<file path="config.mk">
export PLATFORM = sky130hd
export DESIGN_NAME = cp0_exc_unit
export DESIGN_NICKNAME = d
export VERILOG_FILES = /design/src/rtl/cp0_exc_unit.sv
export SDC_FILE = /design/constraint.sdc
export NUM_CORES = 1
export LEC_CHECK = 0
export ABC_AREA = 0
export BUFFER_PORTS_ARGS = -buffer_cell sky130_fd_sc_hd__buf_4
export CAP_MARGIN = 25
export CORE_MARGIN = 2
export CORE_UTILIZATION = 45
export DETAILED_ROUTE_END_ITERATION = 10
export MAX_ROUTING_LAYER = met4
export PLACE_DENSITY = 0.78
export SLEW_MARGIN = 5
export SYNTH_ARGS = -nofsm -noshare
export SYNTH_HDL_FRONTEND = slang
export SYNTH_SLANG_ARGS = --single-unit
</file>
<file path="constraint.sdc">
create_clock -name clk -period 2.6 [get_ports clk]
set_clock_uncertainty 0.2 [all_clocks]
set_input_delay 0.26 -clock clk [delete_from_list [all_inputs] [get_ports clk]]
set_output_delay 0.26 -clock clk [all_outputs]
set_load 0.01 [all_outputs]
</file>
<file path="src/rtl/cp0_exc_unit.sv">
`default_nettype none
// ============================================================================
//  Module   : cp0_exc_unit
//  Purpose  : Coprocessor-0 exception/interrupt unit. Receives the victim PC,
//             branch-delay flag and exception code carried down the pipeline,
//             plus level-sensitive hardware interrupt lines. Raises Req
//             (flush + redirect to handler) and holds SR, Cause, EPC and PRId.
//  Ports    : clk        - system clock
//             reset      - asynchronous, active-low reset
//             en         - mtc0 write enable (M-stage)
//             CP0Add     - CP0 register number for mfc0/mtc0
//             CP0In      - mtc0 write data
//             CP0Out     - mfc0 read data (combinational)
//             VPC        - PC of the M-stage instruction
//             BDIn       - victim instruction sits in a branch delay slot
//             ExcCodeIn  - pipelined exception code, 0 = none
//             HWInt      - external interrupt lines (level-sensitive)
//             EXLClr     - eret in M-stage
//             EPCOut     - current EPC, eret target
//             Req        - exception/interrupt request (combinational)
//  Revision : 1.0 - initial release
// ============================================================================
module cp0_exc_unit #(
   parameter logic [31:0] PRID_VAL = 32'h2023_0007,
   parameter int unsigned IM_WIDTH = 6
) (
   input  logic                clk,
   input  logic                reset,
   input  logic                en,
   input  logic [4:0]          CP0Add,
   input  logic [31:0]         CP0In,
   output logic [31:0]         CP0Out,
   input  logic [31:0]         VPC,
   input  logic                BDIn,
   input  logic [4:0]          ExcCodeIn,
   input  logic [IM_WIDTH-1:0] HWInt,
   input  logic                EXLClr,
   output logic [31:0]         EPCOut,
   output logic                Req
);

   localparam logic [4:0] ADDR_SR    = 5'd12;
   localparam logic [4:0] ADDR_CAUSE = 5'd13;
   localparam logic [4:0] ADDR_EPC   = 5'd14;
   localparam logic [4:0] ADDR_PRID  = 5'd15;
   // IM in SR and IP in Cause share the same bit position.
   localparam int unsigned IM_LSB    = 10;

   // ---------------------------------------------------------------- state
   logic [IM_WIDTH-1:0] im_q, im_d;
   logic                exl_q, exl_d;
   logic                ie_q, ie_d;
   logic                bd_q, bd_d;
   logic [IM_WIDTH-1:0] ip_q, ip_d;
   logic [4:0]          exc_code_q, exc_code_d;
   // EPC is always word aligned, so only the upper 30 bits are stored.
   logic [29:0]         epc_q, epc_d;

   logic                int_req;
   logic                exc_req;
   logic [29:0]         victim_word;
   logic [31:0]         sr_val;
   logic [31:0]         cause_val;

   // ------------------------------------------------------- request logic
   always_comb begin
      int_req = (|(HWInt & im_q)) & ie_q & ~exl_q;
      exc_req = (ExcCodeIn != 5'd0) & ~exl_q;
      Req     = int_req | exc_req;
   end

   // Word address of the restart point: a delay-slot victim restarts at the
   // branch one word earlier. Subtracting one word from VPC[31:2] equals
   // (VPC-4)[31:2] with the same 32-bit wrap-around.
   always_comb begin
      victim_word = BDIn ? (VPC[31:2] - 30'd1) : VPC[31:2];
   end

   // ---------------------------------------------------------- next state
   always_comb begin
      im_d       = im_q;
      exl_d      = exl_q;
      ie_d       = ie_q;
      bd_d       = bd_q;
      exc_code_d = exc_code_q;
      epc_d      = epc_q;
      // Pending lines are sampled every cycle, independent of masking.
      ip_d       = HWInt;

      if (Req) begin
         // The M-stage instruction is flushed, so any mtc0 it carries is dropped.
         exl_d      = 1'b1;
         bd_d       = BDIn;
         exc_code_d = int_req ? 5'd0 : ExcCodeIn;
         epc_d      = victim_word;
      end else begin
         if (en && (CP0Add == ADDR_SR)) begin
            im_d  = CP0In[IM_LSB +: IM_WIDTH];
            exl_d = CP0In[1];
            ie_d  = CP0In[0];
         end
         if (en && (CP0Add == ADDR_EPC)) begin
            epc_d = CP0In[31:2];
         end
         // eret overrides a simultaneous mtc0 to SR for the EXL bit only.
         if (EXLClr) begin
            exl_d = 1'b0;
         end
      end
   end

   always_ff @(posedge clk or negedge reset) begin
      if (!reset) begin
         im_q       <= '0;
         exl_q      <= 1'b0;
         ie_q       <= 1'b0;
         bd_q       <= 1'b0;
         ip_q       <= '0;
         exc_code_q <= 5'd0;
         epc_q      <= 30'd0;
      end else begin
         im_q       <= im_d;
         exl_q      <= exl_d;
         ie_q       <= ie_d;
         bd_q       <= bd_d;
         ip_q       <= ip_d;
         exc_code_q <= exc_code_d;
         epc_q      <= epc_d;
      end
   end

   // ------------------------------------------------------------- readout
   always_comb begin
      sr_val                      = 32'd0;
      sr_val[IM_LSB +: IM_WIDTH]  = im_q;
      sr_val[1]                   = exl_q;
      sr_val[0]                   = ie_q;

      cause_val                   = 32'd0;
      cause_val[31]               = bd_q;
      cause_val[IM_LSB +: IM_WIDTH] = ip_q;
      cause_val[6:2]              = exc_code_q;
   end

   // Reads show registered state only; a same-cycle mtc0 is not bypassed.
   always_comb begin
      case (CP0Add)
         ADDR_SR:    CP0Out = sr_val;
         ADDR_CAUSE: CP0Out = cause_val;
         ADDR_EPC:   CP0Out = {epc_q, 2'b00};
         ADDR_PRID:  CP0Out = PRID_VAL;
         default:    CP0Out = 32'd0;
      endcase
   end

   always_comb begin
      EPCOut = {epc_q, 2'b00};
   end

endmodule
`default_nettype wire

</file>
==> flow_summary.toml <==
[route]
ant_nets = 0
routed_wl_um = 11300
wl_per_cell_um = 17.9
drc = 0
vias = 3723
dr.pass1.iters = 5
drt_iter0_drc = 210
vias_per_cell = 5.91

[clocking]
cts_tree = "built"
cts-root-buf = "clkbuf_8"
clk_pin_slew_ns = 0.09
cts.sinks = 50
cts_buffer_depth = 2
cts-buffers-inserted = 5
clock_latency_ns = 0.31
cts.htree.levels = 2
cts_setup_buffers = 0

[sta]
rsz0062_at_grt = "false"
fmax_ghz = 0.395
setup_violations = 0
worstMarginPinSlew_ns = 0.650
finalMaxSlewViolations = 0
hold_viol = 0
tns_ns = 0
post-route-period-util_pct = 97.3
final.min_clock_period_ns = 2.53
slew_headroom_pct = 56.7

[synth]
ys.flop_type = "dfrtp_1"
synthTopCellsByArea = "dfrtp_1 37%, mux2i_1 10%, and3_1 5.5%, nor2_1 4.1%, nor4_1 3.7%"
ys_ff_latch = 50
synth-seq-area-share_pct = 36.8
synth-edff-count = 0
yosysWarnings = 0
yosysTopAreaCell = "dfrtp_1"
synth_cell_types = 46
synth_top_area_share_pct = 36.8
synth_area_um2 = 3400
avgSynthCellArea_um2 = 9.03
ys_async_sr_fraction_pct = 100
synth_cells = 376

[die]
die_h_um = 90.9
num_rows = 31
start_util_pct = 46.6
dieWidth_um = 90.9
dieArea_um2 = 8260
io_pins = 150
coreArea_um2 = 7290

[grt]
grt_max_degree = 51
use_met3_pct = 4.34
met1_usage_pct = 35.3
grtUsageTotal_pct = 27.7
grt-ovfl-total = 0
antenna_found_initial = 0
use_met2_pct = 44.2
grt_pass1_wl_um = 17900
busiest_layer = "met2"
first_global_vias = 3624

[worst_setup_path]
crit_path_frequent_cell = "buf_4"
endpoint_kind = "primary output"
required_ns = 2.14
path_max_fanout = 8
path_class = "in2out"
slowest_delay_ns = 0.54
path_cells = "dlygate4sd3_1 > buf_4 > a22oi_1 > a311oi_2 > nor2_2 > clkinvlp_4 > buf_4"
cp-start-kind = "primary input"
crit_arrival_ns = 2.07
critPathBufInv = 4
crit_family = "buffers and inverters"
crit_slowest_cell = "dlygate4sd3_1"

[cells_and_area]
area_growth_pct = 43.1
final_common_cell = "buf_4"
drive_gt1_share_pct = 35.8
diodes = 0
fill_cells = 624
finish.utilization_pct = 66.6
final_cell_mix = "160 x buf_4, 50 x dfrtp_1, 36 x nor2_1"
finalNetCount = 616

[status]
outcome = "completed"

[pwr]
power_density_nw_per_um2 = 720
ir_drop_mv = 0.328
p_leak_nw = 2.36

[flow_run]
drv_cap = 0

[placed_design]
place.gp.congestion = 0.908
portBuffers = 145
place_hpwl_um = 8370

[min_path]
hold_path_class = "in2reg"
[final timing paths]
| path | startpoint | endpoint | slack, ns | depth (start not counted) |
|---|---|---|---|---|
| min in group asynchronous | reset | epc_q[24]$_DFFE_PN0P_ | 0.31 | 2 |
| min | CP0In[12] | im_q[2]$_DFFE_PN0P_ | 0.01 | 2 |
| max in group asynchronous | reset | epc_q[11]$_DFFE_PN0P_ | 1.44 | 2 |
| max reg2reg | im_q[3]$_DFFE_PN0P_ | bd_q$_DFFE_PN0N_ | 0.33 | 5 |
| min reg2reg | exc_code_q[3]$_DFFE_PN0N_ | exc_code_q[3]$_DFFE_PN0N_ | 0.29 | 1 |
| max | HWInt[5] | Req | 0.07 | 7 |
[kinds of logic after synthesis]
kind of cell | Yosys count | synth area share, %
buffers and inverters | 33 | 3.94
AOI/OAI and AO/OA | 76 | 15.2
xor gates and xnor gates | 13 | 3.35
and+or+nand+nor | 159 | 27.2
adders and majority gates | 1 | 0.368
muxes | 43 | 13.0
DFF | 50 | 36.8
other | 1 | 0.110
[state kept, by name, indices dropped and copies added, names as in the netlist]
name and count:
epc_q 30, im_q 6, ip_q 6, exc_code_q 5
bd_q 1, exl_q 1, ie_q 1
[Yosys cell counts, types with 9 or more instances]
cell,number
a21boi_0,16
a21oi_1,10
a31oi_1,17
and3_1,30
clkbuf_1,23
dfrtp_1,50
mux2i_1,35
nand2_1,12
nor2_1,37
nor4_1,20
xor2_1,9
[layer usage]
layer	wire length [um]	vias to the layer above
met5	0	-
li1	-	1726
met1	4840	1783
met2	5380	181
met4	352	0
met3	674	33
[power breakdown]
part | total (mW) | internal (mW) | switching, mW
Clock | 0.460 | 0.191 | 0.269
Sequential | 1.39 | 1.10 | 0.285
Combinational | 1.65 | 0.848 | 0.802
Total | 3.50 | 2.14 | 1.36
[area by class of cell]
cell class              count  area, um2  area share, %
clock inverters             2       13.8          0.283
repair buffers            175       1360           28.0
well taps                  99        124           2.55
flip-flops and latches     50       1250           25.8
inverters                   4       18.8          0.386
clock buffers               6       72.6           1.49
multi-input cells         294       2020           41.5
[stage by stage]
stage / area [um2] / setup WS [ns] / hold slack [ns] / power [mW] / std cells
6_report: 4860 / 0.0708 / 0.0106 / 3.50 / 630
5_1_grt: 4860 / 0.0355 / 0.00105 / 3.71 / 630
4_1_cts: 4830 / 0.0334 / 0.00302 / 3.48 / 628
3_5_place_dp: 4630 / 0.259 / 0.125 / 3.02 / 608
3_3_place_gp: 4630 / 0.270 / 0.122 / 2.96 / 608
2_1_floorplan: 3400 / 0.441 / -0.236 / 2.19 / 377
[repair_timing]
item / in CTS / in global routing
hold buffers: 12 / 2
gates resized for setup: 0 / 1
endpoints found under the hold margin: 61 / 2
endpoints found under the setup margin: 0 / 1
[worst register-to-register path: cells and delay by family (launching register included)]
kind	cells	cell delay, ns
muxes	1	0.38
and+or+nand+nor	1	0.24
DFF	1	0.41
buffers and inverters	1	0.35
AOI/OAI and AO/OA	2	0.60
(Power assumes the default switching activity.)
